### src/rtl/vid_pkg.sv
// Shared timing defaults, text geometry and fetch-state type for the
// text-mode video scanner.
package vid_pkg;
   localparam int H_ACTIVE_DEF = 280;
   localparam int H_FP_DEF     = 8;
   localparam int H_SYNC_DEF   = 16;
   localparam int H_BP_DEF     = 16;
   localparam int V_ACTIVE_DEF = 192;
   localparam int V_FP_DEF     = 8;
   localparam int V_SYNC_DEF   = 4;
   localparam int V_BP_DEF     = 58;

   localparam int COLS   = 40;
   localparam int ROWS   = 24;
   localparam int CELL_W = 7;
   localparam int CNT_W  = 10;

   typedef enum logic [1:0] {
      IDLE = 2'd0,
      BUSY = 2'd1,
      DROP = 2'd2
   } fetch_state_t;
endpackage

### src/rtl/vid_timing.sv
// Horizontal/vertical pixel-tick counters with registered sync, blank and
// frame-start outputs that always describe the counter values just entered.
module vid_timing
   import vid_pkg::*;
#(
   parameter int H_ACTIVE = H_ACTIVE_DEF,
   parameter int H_FP     = H_FP_DEF,
   parameter int H_SYNC   = H_SYNC_DEF,
   parameter int H_BP     = H_BP_DEF,
   parameter int V_ACTIVE = V_ACTIVE_DEF,
   parameter int V_FP     = V_FP_DEF,
   parameter int V_SYNC   = V_SYNC_DEF,
   parameter int V_BP     = V_BP_DEF
) (
   input  logic             CLOCK_50,
   input  logic             res,
   input  logic             vid_phi,
   output logic [CNT_W-1:0] v,
   output logic [CNT_W-1:0] h_nxt,
   output logic [CNT_W-1:0] v_nxt,
   output logic             hsync,
   output logic             vsync,
   output logic             blank,
   output logic             frame_start
);
   localparam int H_TOTAL = H_ACTIVE + H_FP + H_SYNC + H_BP;
   localparam int V_TOTAL = V_ACTIVE + V_FP + V_SYNC + V_BP;

   logic [CNT_W-1:0] h;

   always_comb begin
      h_nxt = h;
      v_nxt = v;
      if (vid_phi) begin
         if (h == CNT_W'(H_TOTAL - 1)) begin
            h_nxt = '0;
            v_nxt = (v == CNT_W'(V_TOTAL - 1)) ? '0 : v + CNT_W'(1);
         end else begin
            h_nxt = h + CNT_W'(1);
         end
      end
   end

   always_ff @(posedge CLOCK_50 or posedge res) begin
      if (res) begin
         h           <= '0;
         v           <= '0;
         hsync       <= 1'b1;
         vsync       <= 1'b1;
         blank       <= 1'b1;
         frame_start <= 1'b0;
      end else begin
         frame_start <= vid_phi && (h_nxt == '0) && (v_nxt == '0);
         if (vid_phi) begin
            h     <= h_nxt;
            v     <= v_nxt;
            hsync <= !((h_nxt >= CNT_W'(H_ACTIVE + H_FP)) &&
                       (h_nxt <  CNT_W'(H_ACTIVE + H_FP + H_SYNC)));
            vsync <= !((v_nxt >= CNT_W'(V_ACTIVE + V_FP)) &&
                       (v_nxt <  CNT_W'(V_ACTIVE + V_FP + V_SYNC)));
            blank <= !((h_nxt < CNT_W'(H_ACTIVE)) && (v_nxt < CNT_W'(V_ACTIVE)));
         end
      end
   end
endmodule

### src/rtl/video_scanner.sv
// Text-mode scanner: walks the screen in pixel ticks, fetches one character
// byte ahead of the beam and loads it into char_code at each cell boundary.
module video_scanner
   import vid_pkg::*;
#(
   parameter logic [15:0] TEXT_BASE = 16'h0400,
   parameter int H_ACTIVE = H_ACTIVE_DEF,
   parameter int H_FP     = H_FP_DEF,
   parameter int H_SYNC   = H_SYNC_DEF,
   parameter int H_BP     = H_BP_DEF,
   parameter int V_ACTIVE = V_ACTIVE_DEF,
   parameter int V_FP     = V_FP_DEF,
   parameter int V_SYNC   = V_SYNC_DEF,
   parameter int V_BP     = V_BP_DEF
) (
   input  logic        CLOCK_50,
   input  logic        res,
   input  logic        vid_phi,
   output logic [15:0] vid_adr,
   output logic        vid_req,
   input  logic        vid_ack,
   input  logic [7:0]  vid_dbi,
   output logic [7:0]  char_code,
   output logic [2:0]  char_row,
   output logic [2:0]  char_px,
   output logic        hsync,
   output logic        vsync,
   output logic        blank,
   output logic        underrun,
   output logic        frame_start,
   output logic [1:0]  fetch_state
);
   localparam int V_TOTAL = V_ACTIVE + V_FP + V_SYNC + V_BP;

   logic [CNT_W-1:0] v, h_nxt, v_nxt;
   logic [2:0]       px_q, px_nxt;
   logic [5:0]       col_q, col_nxt;
   logic [15:0]      line_base, base_nxt, succ_base, tgt_adr, tgt_nxt;
   logic             need_fetch, next_valid;
   logic [7:0]       next_char;
   logic             active_nxt, cell_load, prefetch, new_tgt, ack_ok, issue;
   fetch_state_t     state, state_nxt;

   vid_timing #(
      .H_ACTIVE(H_ACTIVE), .H_FP(H_FP), .H_SYNC(H_SYNC), .H_BP(H_BP),
      .V_ACTIVE(V_ACTIVE), .V_FP(V_FP), .V_SYNC(V_SYNC), .V_BP(V_BP)
   ) u_timing (
      .CLOCK_50    (CLOCK_50),
      .res         (res),
      .vid_phi     (vid_phi),
      .v           (v),
      .h_nxt       (h_nxt),
      .v_nxt       (v_nxt),
      .hsync       (hsync),
      .vsync       (vsync),
      .blank       (blank),
      .frame_start (frame_start)
   );

   // Pixel-in-cell and column counters track h without a divider.
   always_comb begin
      px_nxt  = px_q;
      col_nxt = col_q;
      if (vid_phi) begin
         if (h_nxt == '0) begin
            px_nxt  = '0;
            col_nxt = '0;
         end else if (px_q == 3'(CELL_W - 1)) begin
            px_nxt  = '0;
            col_nxt = col_q + 6'd1;
         end else begin
            px_nxt = px_q + 3'd1;
         end
      end
   end

   always_comb begin
      base_nxt = line_base;
      if (vid_phi && (h_nxt == '0)) begin
         if (v_nxt == '0)
            base_nxt = TEXT_BASE;
         else if (v_nxt[2:0] == 3'd0)
            base_nxt = line_base + 16'(COLS);
      end
   end

   assign succ_base  = (v == CNT_W'(V_TOTAL - 1)) ? TEXT_BASE :
                       (v[2:0] == 3'd7) ? line_base + 16'(COLS) : line_base;
   assign active_nxt = (h_nxt < CNT_W'(H_ACTIVE)) && (v_nxt < CNT_W'(V_ACTIVE));
   assign cell_load  = vid_phi && active_nxt && (px_nxt == 3'd0);
   assign prefetch   = vid_phi && (h_nxt == CNT_W'(H_ACTIVE)) &&
                       ((v < CNT_W'(V_ACTIVE - 1)) || (v == CNT_W'(V_TOTAL - 1)));
   assign new_tgt    = (cell_load && (col_nxt < 6'(COLS - 1))) || prefetch;
   assign tgt_nxt    = prefetch ? succ_base : base_nxt + 16'(col_nxt) + 16'd1;

   // Handshake: vid_req rises with vid_adr already stable and both hold until
   // a cycle with vid_ack=1; vid_dbi is taken in that cycle and vid_req falls
   // after the edge. vid_ack is meaningless while vid_req is low.
   assign ack_ok = vid_ack && (state == BUSY);
   // Never issue on a cycle that retargets, so a stale address is never sent.
   assign issue  = (state == IDLE) && need_fetch && !new_tgt;

   always_ff @(posedge CLOCK_50 or posedge res) begin
      if (res) state <= IDLE;
      else     state <= state_nxt;
   end

   always_comb begin
      state_nxt = state;
      case (state)
         IDLE:    if (issue) state_nxt = BUSY;
         BUSY:    if (vid_ack) state_nxt = IDLE;
                  else if (cell_load && !next_valid) state_nxt = DROP;
         DROP:    if (vid_ack) state_nxt = IDLE;
         default: state_nxt = IDLE;
      endcase
   end

   always_comb begin
      vid_req     = (state == BUSY) || (state == DROP);
      fetch_state = state;
   end

   always_ff @(posedge CLOCK_50 or posedge res) begin
      if (res) begin
         px_q       <= '0;
         col_q      <= '0;
         line_base  <= TEXT_BASE;
         tgt_adr    <= TEXT_BASE + 16'd1;
         need_fetch <= 1'b1;
         vid_adr    <= TEXT_BASE;
         next_valid <= 1'b0;
         next_char  <= 8'h20;
         char_code  <= 8'h20;
         char_row   <= '0;
         char_px    <= '0;
         underrun   <= 1'b0;
      end else begin
         px_q      <= px_nxt;
         col_q     <= col_nxt;
         line_base <= base_nxt;
         if (new_tgt) begin
            tgt_adr    <= tgt_nxt;
            need_fetch <= 1'b1;
         end else if (issue) begin
            need_fetch <= 1'b0;
         end
         if (issue) vid_adr <= tgt_adr;
         if (cell_load) begin
            next_valid <= 1'b0;
            if (next_valid)
               char_code <= next_char;
            else if (ack_ok)
               char_code <= vid_dbi;
            else begin
               char_code <= 8'h20;
               underrun  <= 1'b1;
            end
         end else if (ack_ok) begin
            next_char  <= vid_dbi;
            next_valid <= 1'b1;
         end
         if (vid_phi) begin
            char_px  <= active_nxt ? px_nxt : 3'd0;
            char_row <= active_nxt ? v_nxt[2:0] : 3'd0;
         end
      end
   end
endmodule

### config.mk
export PLATFORM = sky130hd
export DESIGN_NAME = video_scanner
export DESIGN_NICKNAME = d
export VERILOG_FILES = /design/src/rtl/vid_pkg.sv /design/src/rtl/vid_timing.sv /design/src/rtl/video_scanner.sv
export SDC_FILE = /design/constraint.sdc
export NUM_CORES = 1
export LEC_CHECK = 0
export ABC_AREA = 0
export CAP_MARGIN = 0
export CORE_MARGIN = 5
export CORE_UTILIZATION = 45
export CTS_CLUSTER_DIAMETER = 50
export DETAILED_ROUTE_END_ITERATION = 10
export SYNTH_ARGS = -nofsm -noshare
export SYNTH_HDL_FRONTEND = slang
export SYNTH_SLANG_ARGS = --single-unit
export TNS_END_PERCENT = 5
### constraint.sdc
create_clock -name CLOCK_50 -period 8.7 [get_ports CLOCK_50]
set_clock_uncertainty 0.2 [all_clocks]
set_input_delay 2.175 -clock CLOCK_50 [delete_from_list [all_inputs] [get_ports CLOCK_50]]
set_output_delay 2.175 -clock CLOCK_50 [all_outputs]
set_load 0.03 [all_outputs]
==> out/summary.md <==
The core footprint is 0.01377 mm^2, and the CTS clock-pin slew for the worst setup and hold paths is 70 ps. Of the total synthesized cell area, the portion taken by XOR and XNOR cells is 5.723%. The run gives 5136 as the via count of the first global-routing pass.

The weighted congestion reported at the end of routability-driven placement was 0.8860; the final period utilization was 85.47%. The critical path goes through clkdlybuf4s50_1 -> nand4_1 -> or3_1 -> a31oi_1 -> a211oi_2 -> buf_4 -> and3_1 -> or2_2 -> o31a_1 -> ha_1 -> fa_1 -> nor2b_1 -> o21ai_0 -> nand2b_1 -> a21o_1 -> a21o_1 -> o21ai_0 -> a211oi_1 -> nand4b_1 -> xor2_1 -> a21oi_1. The fraction of layout cells with a size suffix above 1 came out at 11.52%. The worst setup path is of the in2reg kind. Across the VDD grid, the largest voltage drop is 0.1331 mV.

The first detailed-routing pass ran for 5 iterations. During placement, the flow inserted port buffers numbering 49. TritonCTS built the clock tree. The tools report the initial antenna violation count as 0. The library cell used most frequently in the layout, excluding fill and tap cells, is sky130_fd_sc_hd__dfrtp_1. For the total wire length, the log shows 15160 um. Setup violations remaining at the end of the flow were counted as 0. For this run, the slowest stage of the critical path takes 700 ps. The first global-routing pass estimated 25550 um of wire.

The internal portion of the total power is 0.001133 W. In this run the power spent charging and discharging nets is 0.0006290 W. For the pin with the worst max-slew slack, the measured transition is 1047 ps. The maximum count of clock buffers along a single path was 2. The residual DRC count was 0. The share of the Yosys chip area taken by registers is 43.27%.

Setup repair after global routing left no endpoint under its margin. The synthesized netlist occupies a cell area of 0.006275 mm^2. From synthesis to final layout, the design area changed by 14.98%. Clock tree synthesis inserted a total of 9 buffers.

Dividing the detail-routed wire length by the instance count gives 16.99 um. The flow ran to the end, and the final reports show no timing, DRC or antenna violations. The logs give 0 for the count of antenna-violating nets left after detailed routing and 0 for the total of warnings raised by yosys. For the final standard cell utilization of the core, the log shows 52.38%. The floorplan step defined a die boundary enclosing 0.01641 mm^2. During I/O placement, the number of pins put on the boundary was 50. After clock tree synthesis, the repair step resized 0 gates.

The worst setup path is captured at a flip-flop. In this run the post-CTS setup repair buffer count came out at 0. After the first detailed-routing iteration, the DRC count stood at 473. The share of the synthesized area in compound gates (AO/OA/AOI/OAI) was 17.07%.

The tree is rooted in a sky130_fd_sc_hd__clkbuf_16. The run gives 3.052 nW as the static leakage power. Per report_power, the clock group accounts for 22.8% of the total.

The post-synthesis simple-gate area fraction came out at 18.76%. Data arrives at the worst endpoint at 7450 ps. The tree built by TritonCTS fans out to 108 sinks. The run gives 0 as the total of max-cap violations. The cell count after synthesis came out at 673. Derived from the worst setup path, the maximum achievable clock frequency is 134.5 MHz. The later pin in the worst-skew pair is clocked with a latency of 360 ps. For this configuration, the core starts out at a cell density of 45.56%. Leaving out fill and tap cells, the most frequent cells in the layout are sky130_fd_sc_hd__dfrtp_1 (98), sky130_fd_sc_hd__nand2_1 (60), sky130_fd_sc_hd__nor2_1 (57), sky130_fd_sc_hd__clkdlybuf4s50_1 (49), sky130_fd_sc_hd__o21ai_0 (43). The switching power as a share of total power works out to 35.70%. The run gives 3 as the H-tree level count. Cell type of the slowest stage on the worst timing path: sky130_fd_sc_hd__clkdlybuf4s50_1. STA puts the critical path data required time at 8720 ps. The floorplan die height works out to 128.1 um. The die width is 128.1 um, and the tightest slew margin relative to the limit is 29.55%.

Mean instance size in the synthesized netlist: 9.324 um^2. In the routed layout, each cell is associated on average with a via count of 5.765. For this design, the CTS-stage hold fixing added 0 buffers. The smallest clock period supported by the final layout is computed as 7436 ps. Share of flip-flops with an asynchronous set or reset: 100.0%. The final-report max-slew violation count is 0, and the proportion of power drawn by combinational gates is 34.9%. The sequential fraction of design power is 42.4%. The tools report the post-synth net total as 701. The number of antenna repair diodes is 0, and the maximum fanout along the worst path is 12. The combinational family with the most area after synthesis is simple AND/OR/NAND/NOR gates. After synthesis, the netlist uses 68 different library cells. Multiplexer fraction of the synthesized cell area: 7.976%.

The type of the most critical hold path is reg2reg. Yosys mapped a number of flops with a built-in enable equal to 0. The overall overflow remaining after global route is 0. Power spread over the standard cell area amounts to 244.2 mW/mm^2. The via count is 5142, and the flop and latch count out of synthesis is 108.

The leading register cell type out of synthesis was sky130_fd_sc_hd__dfrtp_1. The element type at the critical path start is an input pin. The synthesized-area fraction occupied by adder cells is 3.310%, and the number of cell rows is 43.

The tools report the placed wire-length estimate as 10960 um. The final layout contains 735 nets. Entering global routing, the biggest net connects 56 pins. Summed over all failing endpoints, the final setup total negative slack is 0 ps. For the count of endpoints failing hold in the final timing report, the log shows 0.

Across every metal layer, demand over resource in global routing totals 19.20%.
[power by group through the flow]
stage / clock network, W / registers, W / logic, W
6_report: 0.000401 / 0.000747 / 0.000614
2_1_floorplan: 0 / 0.000813 / 0.000355
3_5_place_dp: 0 / 0.000755 / 0.000619
4_1_cts: 0.000414 / 0.000747 / 0.000622
3_3_place_gp: 0 / 0.000751 / 0.000606
5_1_grt: 0.000439 / 0.000765 / 0.000673
[per-layer routing]
metal  track usage (%)  routed length [um]
met5                 0                   0
met4             6.554                 381
met1             25.54                6928
met3             3.667                 663
met2             31.48                7185
[synth_stat cells (13+ instances only)]
cell type / n / share of area (%)
sky130_fd_sc_hd__a21oi_1: 35 / 2.8
sky130_fd_sc_hd__a31oi_1: 13 / 1.3
sky130_fd_sc_hd__clkbuf_1: 24 / 1.4
sky130_fd_sc_hd__dfrtp_1: 98 / 39
sky130_fd_sc_hd__ha_1: 15 / 3.0
sky130_fd_sc_hd__inv_1: 31 / 1.9
sky130_fd_sc_hd__mux2_2: 32 / 5.7
sky130_fd_sc_hd__mux2i_1: 14 / 2.2
sky130_fd_sc_hd__nand2_1: 60 / 3.6
sky130_fd_sc_hd__nand3_1: 31 / 2.5
sky130_fd_sc_hd__nor2_1: 57 / 3.4
sky130_fd_sc_hd__nor3_1: 19 / 1.5
sky130_fd_sc_hd__o21ai_0: 43 / 3.4
sky130_fd_sc_hd__xnor2_1: 25 / 3.5
sky130_fd_sc_hd__xor2_1: 16 / 2.2
[registers in the layout, summed over array words and instances, names as in the netlist, 6 cells and up]
| register | count |
|---|---|
| tgt_adr | 16 |
| u_timing.h | 10 |
| next_char | 8 |
| line_base | 16 |
| char_code | 8 |
| u_timing.v | 10 |
| vid_adr | 16 |
| col_q | 6 |
[cell families (layout without fill, tap and decap cells)]
logic type,after synthesis,in the layout
simple gates,236,236
compound gates,162,162
flops,108,108
buf+inv,64,103
mux,46,46
xor+xnor,41,41
fa+ha+maj,16,16
[path summary, 6_finish.rpt]
check	start	slack (ps)	depth (start not counted)	to
worst min-delay path	underrun	270	1	underrun
worst max register to register	u_timing.v[1]	2840	20	tgt_adr[14]
max in group asynchronous	res	5030	3	char_px[1]
worst max-delay path	vid_phi	1260	21	tgt_adr[14]
min in group asynchronous	res	2080	2	u_timing.h[1]
worst min register to register	underrun	270	1	underrun
[metrics by stage]
step	hold WS, ps	instances	area [um^2]	worst slack [ps]	power, W
2_1_floorplan	256.4	673	6275	2319	0.001168
3_3_place_gp	247.7	876	6924	1108	0.001357
3_5_place_dp	257.1	876	6924	890.7	0.001374
4_1_cts	274.3	892	7214	1275	0.001783
5_1_grt	308.0	892	7214	667.4	0.001877
6_report	270.0	892	7214	1264	0.001762
[layout make-up]
type	instances	area (um^2)
clock buffer	12	256.5
multi-input combinational	501	3322
timing repair buffer	56	543.0
inverter	31	118.9
sequential	108	2715
clock inverter	4	33.78
fill	1271	6559
tap	180	225.2
[worst max-delay path: cells and delay by family]
kind                       cells  cell delay, ps
AOI/OAI and AO/OA              9            1620
xor gates and xnor gates       1             210
adders and majority gates      2             660
buffers and inverters          2             890
and+or+nand+nor                7            1900
Note: power is estimated with default switching activity, not from simulation.
